<file path="src/rtl/spi_master_multi.sv">
// Multi-slave SPI master: shared SCLK/MOSI, per-slave active-low selects, all CPOL/CPHA modes,
// SCLK half-period of CLK_DIV cycles, multi-word full-duplex transfers.
module spi_master_multi #(
    parameter int NUM_SLAVES = 2,
    parameter int SEL_W      = 1,
    parameter int DATA_W     = 8,
    parameter int CNT_W      = 3,
    parameter int CLK_DIV    = 1
) (
    input  logic                  i_div_clk,
    input  logic                  i_reset,
    input  logic [SEL_W-1:0]      i_slave_select,
    input  logic                  i_cpol,
    input  logic                  i_cpha,
    input  logic                  i_write_start,
    input  logic [DATA_W-1:0]     i_write_data,
    input  logic [CNT_W-1:0]      i_write_count_bytes,
    output logic                  o_write_ready,
    output logic                  o_write_next,
    output logic                  o_read_ready,
    output logic [DATA_W-1:0]     o_read_data,
    output logic                  o_SCLK,
    output logic                  o_MOSI,
    input  logic [NUM_SLAVES-1:0] i_MISO,
    output logic [NUM_SLAVES-1:0] o_SS_N
);
    localparam int HC_W = (CLK_DIV > 1) ? $clog2(CLK_DIV) : 1;
    localparam int E_W  = (DATA_W > 1) ? $clog2(2*DATA_W) : 1;
    localparam logic [HC_W-1:0] HC_LAST = HC_W'(CLK_DIV-1);
    localparam logic [HC_W-1:0] HC_PRE  = HC_W'((CLK_DIV > 1) ? CLK_DIV-2 : 0);
    localparam logic [E_W-1:0]  E_LAST  = E_W'(2*DATA_W-1);

    typedef enum logic [2:0] {S_IDLE, S_SETUP, S_SHIFT, S_HOLD, S_GUARD} state_t;

    state_t              r_state;
    logic [HC_W-1:0]     r_hcnt;
    logic [E_W-1:0]      r_edge;
    logic [CNT_W-1:0]    r_word;
    logic [CNT_W-1:0]    r_cnt;
    logic [SEL_W-1:0]    r_sel;
    logic                r_cpol;
    logic                r_cpha;
    logic [DATA_W-1:0]   r_tx;
    logic [DATA_W-1:0]   r_rx;
    logic                r_sclk;
    logic                r_mosi;
    logic [NUM_SLAVES-1:0] r_ss_n;
    logic                r_write_ready;
    logic                r_write_next;
    logic                r_read_ready;
    logic [DATA_W-1:0]   r_read_data;

    logic                w_miso;
    logic                w_tick;
    logic                w_last_edge;
    logic                w_sample;
    logic                w_last_word;
    logic                w_start_ok;
    logic                w_pre_wn;
    logic [DATA_W-1:0]   w_rx_nx;

    always_comb begin
        w_miso = 1'b0;
        for (int i = 0; i < NUM_SLAVES; i++)
            if (r_sel == SEL_W'(i)) w_miso = i_MISO[i];
    end

    assign w_tick      = (r_hcnt == HC_LAST);
    assign w_last_edge = (r_edge == E_LAST);
    // r_edge counts edges already done, so an even count means the next edge is odd-numbered
    assign w_sample    = (r_edge[0] == 1'b0) ^ r_cpha;
    assign w_last_word = (r_word == r_cnt - CNT_W'(1));
    assign w_start_ok  = i_write_start && r_write_ready && (r_state == S_IDLE) &&
                         (i_write_count_bytes != '0) && (32'(i_slave_select) < NUM_SLAVES);
    assign w_rx_nx     = w_sample ? {r_rx[DATA_W-2:0], w_miso} : r_rx;

    // write_next is registered, so it is armed one cycle ahead of the word's 2nd edge
    assign w_pre_wn = (r_state == S_SHIFT) && !w_last_word &&
                      ((CLK_DIV == 1) ? ((r_edge == '0) && w_tick)
                                      : ((r_edge == E_W'(1)) && (r_hcnt == HC_PRE)));

    always_ff @(posedge i_div_clk) begin
        if (i_reset) begin
            r_state       <= S_IDLE;
            r_hcnt        <= '0;
            r_edge        <= '0;
            r_word        <= '0;
            r_cnt         <= '0;
            r_sel         <= '0;
            r_cpol        <= 1'b0;
            r_cpha        <= 1'b0;
            r_tx          <= '0;
            r_rx          <= '0;
            r_sclk        <= 1'b0;
            r_mosi        <= 1'b0;
            r_ss_n        <= '1;
            r_write_ready <= 1'b1;
            r_write_next  <= 1'b0;
            r_read_ready  <= 1'b0;
            r_read_data   <= '0;
        end else begin
            r_write_next <= w_pre_wn;
            r_read_ready <= 1'b0;
            if (r_state != S_IDLE)
                r_hcnt <= w_tick ? '0 : r_hcnt + HC_W'(1);

            case (r_state)
                S_IDLE: begin
                    r_sclk <= r_cpol;
                    if (!r_write_ready) begin
                        r_write_ready <= 1'b1;
                    end else if (w_start_ok) begin
                        r_sel         <= i_slave_select;
                        r_cpol        <= i_cpol;
                        r_cpha        <= i_cpha;
                        r_cnt         <= i_write_count_bytes;
                        r_sclk        <= i_cpol;
                        r_mosi        <= i_write_data[DATA_W-1];
                        r_tx          <= i_cpha ? i_write_data : (i_write_data << 1);
                        r_ss_n        <= ~(NUM_SLAVES'(1) << i_slave_select);
                        r_write_ready <= 1'b0;
                        r_hcnt        <= '0;
                        r_edge        <= '0;
                        r_word        <= '0;
                        r_state       <= S_SETUP;
                    end
                end
                S_SETUP: begin
                    if (w_tick) r_state <= S_SHIFT;
                end
                S_SHIFT: begin
                    if (w_tick) begin
                        r_sclk <= ~r_sclk;
                        if (w_sample) r_rx <= w_rx_nx;
                        if (!w_sample && !w_last_edge) begin
                            r_mosi <= r_tx[DATA_W-1];
                            r_tx   <= r_tx << 1;
                        end
                        if (w_last_edge) begin
                            r_edge       <= '0;
                            r_read_ready <= 1'b1;
                            r_read_data  <= w_rx_nx;
                            if (w_last_word) begin
                                r_state <= S_HOLD;
                            end else begin
                                r_word <= r_word + CNT_W'(1);
                                r_tx   <= r_cpha ? i_write_data : (i_write_data << 1);
                                if (!r_cpha) r_mosi <= i_write_data[DATA_W-1];
                            end
                        end else begin
                            r_edge <= r_edge + E_W'(1);
                        end
                    end
                end
                S_HOLD: begin
                    if (w_tick) begin
                        r_ss_n  <= '1;
                        r_state <= S_GUARD;
                    end
                end
                S_GUARD: begin
                    if (w_tick) r_state <= S_IDLE;
                end
                default: r_state <= S_IDLE;
            endcase
        end
    end

    assign o_write_ready = r_write_ready;
    assign o_write_next  = r_write_next;
    assign o_read_ready  = r_read_ready;
    assign o_read_data   = r_read_data;
    assign o_SCLK        = r_sclk;
    assign o_MOSI        = r_mosi;
    assign o_SS_N        = r_ss_n;

endmodule

</file>
<file path="config.mk">
export PLATFORM = sky130hd
export DESIGN_NAME = spi_master_multi
export DESIGN_NICKNAME = d
export VERILOG_FILES = /design/src/rtl/spi_master_multi.sv
export SDC_FILE = /design/constraint.sdc
export NUM_CORES = 1
export LEC_CHECK = 0
export ABC_AREA = 0
export BUFFER_PORTS_ARGS = -buffer_cell sky130_fd_sc_hd__buf_2
export CAP_MARGIN = 20
export CORE_MARGIN = 8
export CORE_UTILIZATION = 40
export CTS_CLUSTER_DIAMETER = 200
export CTS_CLUSTER_SIZE = 14
export DETAILED_ROUTE_END_ITERATION = 8
export HOLD_SLACK_MARGIN = 0.12
export MAX_ROUTING_LAYER = met4
export PLACE_DENSITY_LB_ADDON = 0.08
export SLEW_MARGIN = 10
export SYNTH_ARGS = -nofsm -noshare
export SYNTH_HDL_FRONTEND = slang
export SYNTH_SLANG_ARGS = --single-unit
</file>
<file path="constraint.sdc">
create_clock -name i_div_clk -period 1.8 [get_ports i_div_clk]
set_input_delay 0.09 -clock i_div_clk [delete_from_list [all_inputs] [get_ports i_div_clk]]
set_output_delay 0.09 -clock i_div_clk [all_outputs]
set_load 0.05 [all_outputs]
</file>
Word level (Yosys, flattened, before mapping)
Cells that the tools add are included.

word-level totals
  input port bits = 19
  output and inout bits = 15
  bits in registers = 48
  logic and storage cells = 123

operators by class
  eq/ne operators = 15
  reduce and logical (&&, ||, !) cells = 25
  bitwise operators = 6
  add/subtract/negate cells = 4
  shift operators = 1
  mux-type cells = 55

operator list
  operator               count
  $mux W8                9
  $mux W3                13
  $mux W1                19
  $ne A2 B2 Y1 const B   9
  $mux W4                4
  $pmux W8 S2            1
  $pmux W3 S5            1
  $reduce_and A3 Y1      3
  $pmux W4 S2            1
  $reduce_and A4 Y1      2
  $reduce_and A8 Y1      1
  $logic_and A1 B1 Y1    7
  $eq A3 B2 Y1 const B   2
  $mux W2                3
  $pmux W3 S2            1
  $reduce_and A6 Y1      1
  $reduce_bool A3 Y1     2
  $add A4 B1 Y4 const B  1
  $eq A4 B4 Y1 const B   1
  $logic_not A4 Y1       1
  $not A1 Y1             4
  $pmux W1 S2            2
  $pmux W2 S2            1
  $reduce_bool A2 Y1     2
  other kinds (13)       15

Depth between registers and ports, before layout
Gate-level depths: netlist of run 1.

  word-level depth = 10
  depth in mapped cells = 8
  depth with buffers taken out = 7

Worst setup path before layout of run 1
Ideal clock, no wire load.

  kind = reg-to-reg
  from = register r_edge[0]
  to = register r_word[2]
  slack = -61 ps
  data required time = 1,722 ps
  data arrival time = 1,783 ps
  stages on the path, launching flop included = 8
  cells stage by stage = dfxtp_1 -> ha_1 -> nand3_1 -> a31oi_2 -> buf_4 -> o2111ai_1 -> xor2_1 -> nor3_1

on the way
  word-level cells in the longest chain between the ends = 3

RTL lines
  what                                RTL line  source
  start: declaration                  37        logic [E_W-1:0] r_edge;
  start signal: assignment            151       r_edge <= r_edge + E_W'(1);
  $eq A4 B4 Y1                        69        assign w_last_edge = (r_edge == E_LAST);
  $ne A2 B2 Y1 (no source line)       n/a
  $reduce_and A6 Y1 (no source line)  n/a
  end signal: assignment              146       r_word <= r_word + CNT_W'(1);
  end: declaration                    38        logic [CNT_W-1:0] r_word;

Every way passes these cells.
A chain may end at the register's enable or synchronous reset.

Final worst setup path of run 1
  from = register r_cnt[0]
  to = register r_mosi (netlist: o_MOSI)

on the way
  word-level cells in the longest chain between the ends = 6

RTL lines
  what                      RTL line  source
  start: declaration        39        logic [CNT_W-1:0] r_cnt;
  start signal: assignment  116       r_cnt <= i_write_count_bytes;
  $sub A3 B1 Y3             72        assign w_last_word = (r_word == r_cnt - CNT_W'(1));
  $eq A3 B3 Y1              72
  $mux W1                   143       if (w_last_word) begin
  $mux W1                   139       if (w_last_edge) begin
  $mux W1                   132       if (w_tick) begin
  $pmux W1 S2               107       case (r_state)
  end signal: assignment    118       r_mosi <= i_write_data[DATA_W-1];
  end signal: assignment    136       r_mosi <= r_tx[DATA_W-1];
  end signal: assignment    148       if (!r_cpha) r_mosi <= i_write_data[DATA_W-1];
  end: declaration          46        logic r_mosi;

Every way passes these cells. The select of a mux whose other input is x is not followed.

==> flow_results.xml, run 1 <==
<?xml version="1.0" encoding="UTF-8"?>
<metrics>
  <group name="sta">
    <metric name="setup-tns-final" unit="ns">0</metric>
    <metric name="period_needed" unit="ns">1.77</metric>
    <metric name="finalHoldViolCount" unit="">0</metric>
    <metric name="timing.fmax" unit="MHz">566</metric>
    <metric name="fin_skew" unit="ns">0.00571</metric>
    <metric name="tightestPinTransition" unit="ns">0.548</metric>
    <metric name="report.final.setup_viol" unit="">0</metric>
    <metric name="final_worst_path_period_share" unit="%">98.2</metric>
    <metric name="relSlewSlack" unit="%">63.4</metric>
    <metric name="drv_slew" unit="">0</metric>
  </group>
  <group name="pwr">
    <metric name="p_per_cell_area" unit="mW/mm²">821</metric>
    <metric name="leakage_dissipation" unit="nW">1.23</metric>
    <metric name="design_power_total" unit="mW">2.56</metric>
    <metric name="vdd.ir_drop.worst" unit="mV">0.367</metric>
  </group>
  <group name="floorplanning">
    <metric name="num_io_pins" unit="">34</metric>
    <metric name="die-height" unit="µm">95.5</metric>
    <metric name="die_w" unit="µm">95.5</metric>
    <metric name="placement_rows" unit="">29</metric>
    <metric name="die_outline_area" unit="mm²">0.00911</metric>
    <metric name="design.core.area" unit="mm²">0.00624</metric>
    <metric name="start_util" unit="%">40.5</metric>
  </group>
  <group name="drt">
    <metric name="vias_per_cell" unit="">5.23</metric>
    <metric name="antenna_violating_nets_post_route" unit="">0</metric>
    <metric name="routed_via_count" unit="">2155</metric>
    <metric name="finalWirelength" unit="mm">6.21</metric>
    <metric name="drt_first_iter_violations" unit="">150</metric>
    <metric name="routed_wire_length_per_instance" unit="µm">15.1</metric>
    <metric name="drc_errors" unit="">0</metric>
    <metric name="drt_pass1_iterations" unit="">4</metric>
  </group>
  <group name="flow_run">
    <metric name="maxCapViolCount" unit="">0</metric>
  </group>
  <group name="yosys">
    <metric name="synth_adder_area_share" unit="%">1.98</metric>
    <metric name="dominant_cell_type_by_area_after_synthesis" unit="">dfxtp_1</metric>
    <metric name="seq_area_frac_synth" unit="%">38.1</metric>
    <metric name="synth-warning-count" unit="">0</metric>
    <metric name="ys_top_cells_by_area" unit="">dfxtp_1 (38%), mux2i_1 (9.1%), mux2_2 (6.7%)</metric>
    <metric name="post_synth_and_or_nand_nor_area_fraction" unit="%">20.2</metric>
    <metric name="yosys_register_bits" unit="">48</metric>
    <metric name="yosysUniqueCellTypes" unit="">51</metric>
    <metric name="yosys.area.top_type_share" unit="%">38.1</metric>
    <metric name="syn_area_cell" unit="µm²">8.99</metric>
    <metric name="async_set_reset_flop_share_out_of_synthesis" unit="%">0</metric>
    <metric name="synth_cells" unit="">281</metric>
    <metric name="synth.area.mux_share" unit="%">15.8</metric>
    <metric name="main_combinational_cell_family_by_area_after_synthesis" unit="">simple AND/OR/NAND/NOR gates</metric>
    <metric name="synth_nets" unit="">304</metric>
    <metric name="netlist_area_before_placement" unit="mm²">0.00252</metric>
    <metric name="share_of_the_synthesized_area_in_compound_gates_ao_oa_aoi_oai" unit="%">16.0</metric>
    <metric name="synth_edf_count" unit="">0</metric>
    <metric name="synth_top_flop_cell" unit="">dfxtp_1</metric>
    <metric name="synth_xor_area_share" unit="%">3.72</metric>
  </group>
  <group name="global_routing">
    <metric name="antenna_found_initial" unit="">0</metric>
    <metric name="grt_pass1_vias" unit="">2146</metric>
    <metric name="first_pass_grt_wire_length" unit="mm">10.4</metric>
    <metric name="grt_util_all_layers" unit="%">14.6</metric>
    <metric name="gr-total-overflow" unit="">0</metric>
    <metric name="grt_start_max_net_pins" unit="">32</metric>
  </group>
  <group name="setup_path">
    <metric name="maximum_fanout_along_the_worst_path" unit="">4</metric>
    <metric name="timing.setup.critical_path_class" unit="">reg -&gt; reg</metric>
    <metric name="arrival" unit="ns">1.99</metric>
    <metric name="critical_path_required" unit="ns">2.02</metric>
    <metric name="worst_setup_path_start_kind" unit="">register</metric>
    <metric name="cp-end-kind" unit="">register</metric>
  </group>
  <group name="place">
    <metric name="postPlaceCellArea" unit="mm²">0.00289</metric>
    <metric name="count_of_port_buffers_added_during_placement" unit="">33</metric>
    <metric name="finalWeightedCongestion" unit="">0.792</metric>
    <metric name="post-dp-hpwl" unit="mm">4.37</metric>
  </group>
  <group name="min_path">
    <metric name="hold_path_class" unit="">in -&gt; reg</metric>
  </group>
  <group name="layout">
    <metric name="nets_finish" unit="">358</metric>
    <metric name="drive_gt1_share" unit="%">29.3</metric>
    <metric name="antenna_cells" unit="">0</metric>
    <metric name="final_cell_mix" unit="">dfxtp_1 (47), nor2_1 (34), buf_2 (33)</metric>
    <metric name="final_design_area_no_fill" unit="mm²">0.00312</metric>
    <metric name="mostFrequentLayoutCell" unit="">dfxtp_1</metric>
    <metric name="area_delta_synth_final" unit="%">23.6</metric>
  </group>
  <group name="cts">
    <metric name="cts.htree.levels" unit="">2</metric>
    <metric name="numClockSinks" unit="">48</metric>
    <metric name="worst_skew_pair.late_latency" unit="ns">0.31</metric>
    <metric name="cts_made_buffers" unit="">5</metric>
    <metric name="cts_tree" unit="">built</metric>
    <metric name="cts.clk_slew.worst_paths" unit="ns">0.09</metric>
    <metric name="cts_root_buffer" unit="">clkbuf_8</metric>
    <metric name="max-clock-path-buffers" unit="">2</metric>
  </group>
  <group name="run_status">
    <metric name="run_status" unit="">completed</metric>
  </group>
</metrics>
-- area by class of cell --
type	instances	area, µm²
repair buffers	63	419
flip-flops and latches	48	962
fillers	614	3120
well taps	77	96.3
clock buffers	5	68.8
inverters	5	18.8
multi-input cells	212	1540
clock inverters	2	12.5
-- path summary, 6_finish.rpt --
check | from | end | slack, ns | cells past startpoint
worst max-delay path | r_cnt[0] | o_MOSI | 0.03 | 5
worst min-delay path | i_cpha | r_cpha | 0.14 | 3
worst max register to register | r_cnt[0] | o_MOSI | 0.03 | 5
worst min register to register | r_cnt[1] | r_cnt[1] | 0.46 | 2
-- per-layer routing --
layer | global-route usage (%) | part of all wire [%]
met1 | 18.6 | 50
met2 | 22.7 | 45
met4 | 4.23 | 1.1
met3 | 3.23 | 4.0
met5 | - | 0
-- state kept, by name, indices dropped and copies added, names as in the netlist, 2 cells and up --
name,flops
o_SS_N,2
o_read_data,8
r_cnt,3
r_edge,4
r_rx,8
r_state,3
r_tx,8
r_word,3
-- per-stage QoR --
| step | hold WS (ns) | setup WS (ns) | instances | util (%) |
|---|---|---|---|---|
| finish | 0.139 | 0.0324 | 412 | 50.0 |
| global route | 0.178 | -0.0192 | 412 | 50.0 |
| CTS | 0.137 | 0.0250 | 410 | 48.6 |
| detailed placement | 0.357 | 0.00332 | 398 | 46.2 |
| global placement | 0.351 | 0.0519 | 398 | 46.2 |
| floorplan | 0.226 | 0.0318 | 281 | - |
-- power by group --
part	switching, mW	internal (mW)	leakage [nW]
logic	0.429	0.326	0.804
registers	0.0459	1.13	0.389
clock network	0.372	0.264	0.0400
-- repair_timing --
| item | CTS | global route |
|---|---|---|
| hold endpoints to repair | 7 | 0 |
| setup endpoints to repair | 2 | 14 |
| gates resized for setup | 2 | 7 |
| pin swaps | 0 | 2 |
| setup buffers | 0 | 1 |
| gates cloned | 0 | 1 |
| hold buffers | 5 | 0 |
-- cell families (layout without fill, tap and decap cells) --
kind of cell	count (synthesis)	in the layout
adders and majority gates	4	4
buffers and inverters	22	75
and+or+nand+nor	101	101
muxes	38	38
xor gates and xnor gates	7	7
DFF	48	48
AOI/OAI and AO/OA	61	62
-- worst max-delay path: stages (launching register included) --
cell and delay [ns]:
dfxtp_1 0.33, buf_4 0.11, xor2_1 0.45, a31oi_4 0.19
a2111o_1 0.39, a211oi_1 0.20
-- cells in the mapped netlist, types with 2 or more instances --
master,number
a211oi_1,10
a21oi_1,12
a22oi_1,9
buf_2,4
buf_4,3
clkbuf_1,8
dfxtp_1,48
ha_1,4
inv_1,5
mux2_2,15
mux2i_1,23
nand2_1,26
nand2b_1,7
nand3_1,7
nor2_1,34
nor2b_1,2
nor3_1,9
o21ai_0,3
o21ai_1,7
o21bai_1,2
o22ai_1,9
or2_2,2
xor2_1,4
No activity file was read; power rests on OpenSTA's default activity.
==> run 2: changes to the inputs <==
--- a/config.mk
+++ b/config.mk
@@ -5,7 +5,7 @@
 export SDC_FILE = /design/constraint.sdc
 export NUM_CORES = 1
 export LEC_CHECK = 0
-export ABC_AREA = 0
+export ABC_AREA = 1
 export BUFFER_PORTS_ARGS = -buffer_cell sky130_fd_sc_hd__buf_2
 export CAP_MARGIN = 20
 export CORE_MARGIN = 8
@@ -15,7 +15,7 @@
 export DETAILED_ROUTE_END_ITERATION = 8
 export HOLD_SLACK_MARGIN = 0.12
 export MAX_ROUTING_LAYER = met4
-export PLACE_DENSITY_LB_ADDON = 0.08
+export PLACE_DENSITY = 0.65
 export SLEW_MARGIN = 10
 export SYNTH_ARGS = -nofsm -noshare
 export SYNTH_HDL_FRONTEND = slang
==> run 2 against run 1 <==
- critical path type unchanged
- synthesized area is 9.0% higher
- combinational power rose to 2.7 times the previous value
- via count rose by 23%
- routed wire length is 4.6% higher
- fmax is 7.4% higher
- flip-flop and latch count unchanged
- clock power is 28% higher
- final area up 3.9%
- largest cell class unchanged
- final cell count grew 32%
- clock skew rose by 0.0019 ns
- first-iteration DRC count is 18% lower
==> flow_results.xml, run 2 <==
<?xml version="1.0" encoding="UTF-8"?>
<metrics>
  <group name="min_path">
    <metric name="hold_start" unit="">i_write_start</metric>
    <metric name="hold_path_class" unit="">in -&gt; reg</metric>
  </group>
  <group name="pwr">
    <metric name="vdd.ir_drop.worst" unit="mV">0.481</metric>
    <metric name="power.net_switching" unit="mW">1.85</metric>
    <metric name="clockPowerShare" unit="%">19.0</metric>
    <metric name="seq_power_share" unit="%">33.1</metric>
    <metric name="leakage_dissipation" unit="nW">1.53</metric>
    <metric name="power.share.switching" unit="%">43.3</metric>
    <metric name="p_per_cell_area" unit="mW/mm²">1320</metric>
    <metric name="power_frac_comb" unit="%">47.9</metric>
    <metric name="power_report.internal_total" unit="mW">2.42</metric>
  </group>
  <group name="yosys">
    <metric name="yosysMostFrequentCell" unit="">nand2_1</metric>
    <metric name="yosysUniqueCellTypes" unit="">34</metric>
    <metric name="async_set_reset_flop_share_out_of_synthesis" unit="%">0</metric>
    <metric name="synth_cells" unit="">417</metric>
    <metric name="synth-warning-count" unit="">0</metric>
    <metric name="ys_top_cells_by_area" unit="">dfxtp_1 (35%), nand2_1 (17%), nand3_1 (7.5%)</metric>
    <metric name="seq_area_frac_synth" unit="%">34.9</metric>
    <metric name="syn_area_cell" unit="µm²">6.60</metric>
    <metric name="synth_top_flop_cell" unit="">dfxtp_1</metric>
    <metric name="synth_nets" unit="">440</metric>
    <metric name="netlist_area_before_placement" unit="mm²">0.00275</metric>
    <metric name="yosys.area.top_type_share" unit="%">34.9</metric>
    <metric name="yosys_register_bits" unit="">48</metric>
    <metric name="dominant_cell_type_by_area_after_synthesis" unit="">dfxtp_1</metric>
    <metric name="synth_edf_count" unit="">0</metric>
    <metric name="synth_cell_count_leaders" unit="">nand2_1 (126), inv_1 (50), dfxtp_1 (48)</metric>
  </group>
  <group name="sta">
    <metric name="tightestPinTransition" unit="ns">0.437</metric>
    <metric name="timing.fmax" unit="MHz">608</metric>
    <metric name="finalHoldWorstSlack" unit="ns">0.137</metric>
    <metric name="period_needed" unit="ns">1.65</metric>
    <metric name="final.setup.worst_slack" unit="ns">0.154</metric>
    <metric name="finalHoldViolCount" unit="">0</metric>
    <metric name="fin_skew" unit="ns">0.00757</metric>
    <metric name="drv_slew" unit="">0</metric>
    <metric name="report.final.setup_viol" unit="">0</metric>
    <metric name="final_worst_path_period_share" unit="%">91.4</metric>
    <metric name="relSlewSlack" unit="%">70.9</metric>
  </group>
  <group name="floorplanning">
    <metric name="start_util" unit="%">40.9</metric>
    <metric name="die_w" unit="µm">98.9</metric>
    <metric name="num_io_pins" unit="">34</metric>
    <metric name="die-height" unit="µm">98.9</metric>
    <metric name="placement_rows" unit="">30</metric>
    <metric name="die_outline_area" unit="mm²">0.00979</metric>
    <metric name="design.core.area" unit="mm²">0.00672</metric>
  </group>
  <group name="place">
    <metric name="finalWeightedCongestion" unit="">0.824</metric>
    <metric name="count_of_port_buffers_added_during_placement" unit="">33</metric>
    <metric name="pre_cts_slack" unit="ns">0.118</metric>
    <metric name="post-dp-hpwl" unit="mm">4.68</metric>
  </group>
  <group name="cts">
    <metric name="worst_skew_pair.late_latency" unit="ns">0.31</metric>
    <metric name="max-clock-path-buffers" unit="">2</metric>
    <metric name="cts.htree.levels" unit="">2</metric>
    <metric name="cts.clk_slew.worst_paths" unit="ns">0.10</metric>
    <metric name="cts_tree" unit="">built</metric>
    <metric name="numClockSinks" unit="">48</metric>
    <metric name="cts_root_buffer" unit="">clkbuf_8</metric>
    <metric name="cts_made_buffers" unit="">5</metric>
  </group>
  <group name="drt">
    <metric name="drt_first_iter_violations" unit="">123</metric>
    <metric name="drt_pass1_iterations" unit="">4</metric>
    <metric name="antenna_violating_nets_post_route" unit="">0</metric>
    <metric name="routed_via_count" unit="">2644</metric>
    <metric name="vias_per_cell" unit="">4.87</metric>
    <metric name="routed_wire_length_per_instance" unit="µm">11.9</metric>
    <metric name="finalWirelength" unit="mm">6.49</metric>
    <metric name="drc_errors" unit="">0</metric>
  </group>
  <group name="layout">
    <metric name="mostFrequentLayoutCell" unit="">nand2_1</metric>
    <metric name="fill_cells" unit="">698</metric>
    <metric name="drive_gt1_share" unit="%">19.4</metric>
    <metric name="nets_finish" unit="">485</metric>
    <metric name="area_delta_synth_final" unit="%">17.8</metric>
    <metric name="final_cell_mix" unit="">nand2_1 (123), inv_1 (50), dfxtp_1 (47)</metric>
    <metric name="antenna_cells" unit="">0</metric>
  </group>
  <group name="global_routing">
    <metric name="globalRouteMet2Util" unit="%">23.0</metric>
    <metric name="first_pass_grt_wire_length" unit="mm">11.3</metric>
    <metric name="grt_start_max_net_pins" unit="">19</metric>
    <metric name="grt_util_all_layers" unit="%">14.3</metric>
    <metric name="gr-total-overflow" unit="">0</metric>
    <metric name="global_route.peak_usage_layer" unit="">met2</metric>
    <metric name="grt_util_met3" unit="%">3.17</metric>
    <metric name="grt_pass1_vias" unit="">2511</metric>
    <metric name="antenna_found_initial" unit="">0</metric>
    <metric name="grt.met1_usage" unit="%">17.5</metric>
  </group>
  <group name="setup_path">
    <metric name="maximum_fanout_along_the_worst_path" unit="">11</metric>
    <metric name="rr_worst_depth" unit="">10</metric>
    <metric name="rr_startpoint" unit="">r_edge[1]</metric>
    <metric name="cp-endpoint" unit="">r_state[1]</metric>
    <metric name="timing.setup.critical_path_class" unit="">reg -&gt; reg</metric>
    <metric name="regToRegEndpoint" unit="">r_state[1]</metric>
    <metric name="cp-end-kind" unit="">register</metric>
    <metric name="worst_setup_path_start_kind" unit="">register</metric>
    <metric name="critical_path_required" unit="ns">2.01</metric>
    <metric name="arrival" unit="ns">1.86</metric>
    <metric name="startpoint" unit="">r_edge[1]</metric>
    <metric name="reg2reg_setup_slack" unit="ns">0.15</metric>
  </group>
  <group name="flow_run">
    <metric name="maxCapViolCount" unit="">0</metric>
  </group>
  <group name="run_status">
    <metric name="run_status" unit="">completed</metric>
  </group>
</metrics>
## run 2: timing repair
action | CTS | global route
hold endpoints to repair | 5 | 0
hold buffers | 5 | 0
setup buffers | 0 | 2
setup endpoints to repair | 0 | 12
resized for setup | 0 | 7
## run 2: power by group through the flow
stage | logic (mW) | registers [mW] | clock network, mW
final | 2.04 | 1.41 | 0.811
after global routing | 2.29 | 1.45 | 0.890
after CTS | 1.92 | 1.41 | 0.837
after detailed placement | 1.90 | 1.43 | 0
after global placement | 1.88 | 1.43 | 0
after floorplan | 1.40 | 1.57 | 0
## run 2: kinds of logic after synthesis
group                      synth area share [%]
AOI/OAI and AO/OA                          13.1
and+or+nand+nor                            34.9
adders and majority gates                  1.82
DFF                                        34.9
xor gates and xnor gates                  0.637
muxes                                      2.55
buffers and inverters                      12.0
## run 2: layout make-up
cell class	instances	area (µm²)	share of cell area, %
multi-input combinational	293	1480	45.5
sequential	48	962	29.7
timing repair buffer	56	367	11.3
inverter	58	221	6.83
tap	80	100	3.09
clock buffer	5	68.8	2.12
clock inverter	3	47.5	1.47
## run 2: worst min-delay path by stage
stage | endpoint | slack (ns) | depth (start not counted)
finish | r_hcnt | 0.14 | 4
global route | r_hcnt | 0.15 | 4
CTS | r_hcnt | 0.13 | 4
detailed placement | r_cnt[1] | 0.36 | 3
global placement | o_SS_N[0] | 0.33 | 3
floorplan | o_SS_N[0] | 0.23 | 2
## run 2: critical path, cell delays in order (launching register included)
cell	delay, ns
dfxtp_1	0.39
ha_1	0.19
nand2_1	0.08
nor2_2	0.13
inv_2	0.14
nand2_1	0.10
nand3_1	0.07
nor2_1	0.11
nand3_2	0.14
nor3_1	0.16
nor2_1	0.05
## run 2: metrics by stage
step	utilization, %	cells	area (µm²)	power (mW)	setup TNS (ns)
final	48.2	543	3240	4.27	0
after global routing	48.2	543	3240	4.63	-0.0816
after CTS	47.5	541	3190	4.17	0
after detailed placement	45.1	528	3030	3.34	0
after global placement	45.1	528	3030	3.31	0
after floorplan	-	417	2750	2.97	0
## run 2: metal layers
layer,wire length (µm),vias to the layer above
li1,-,1422
met1,3130,1162
met4,62,0
met2,3000,55
met3,294,5
met5,0,-
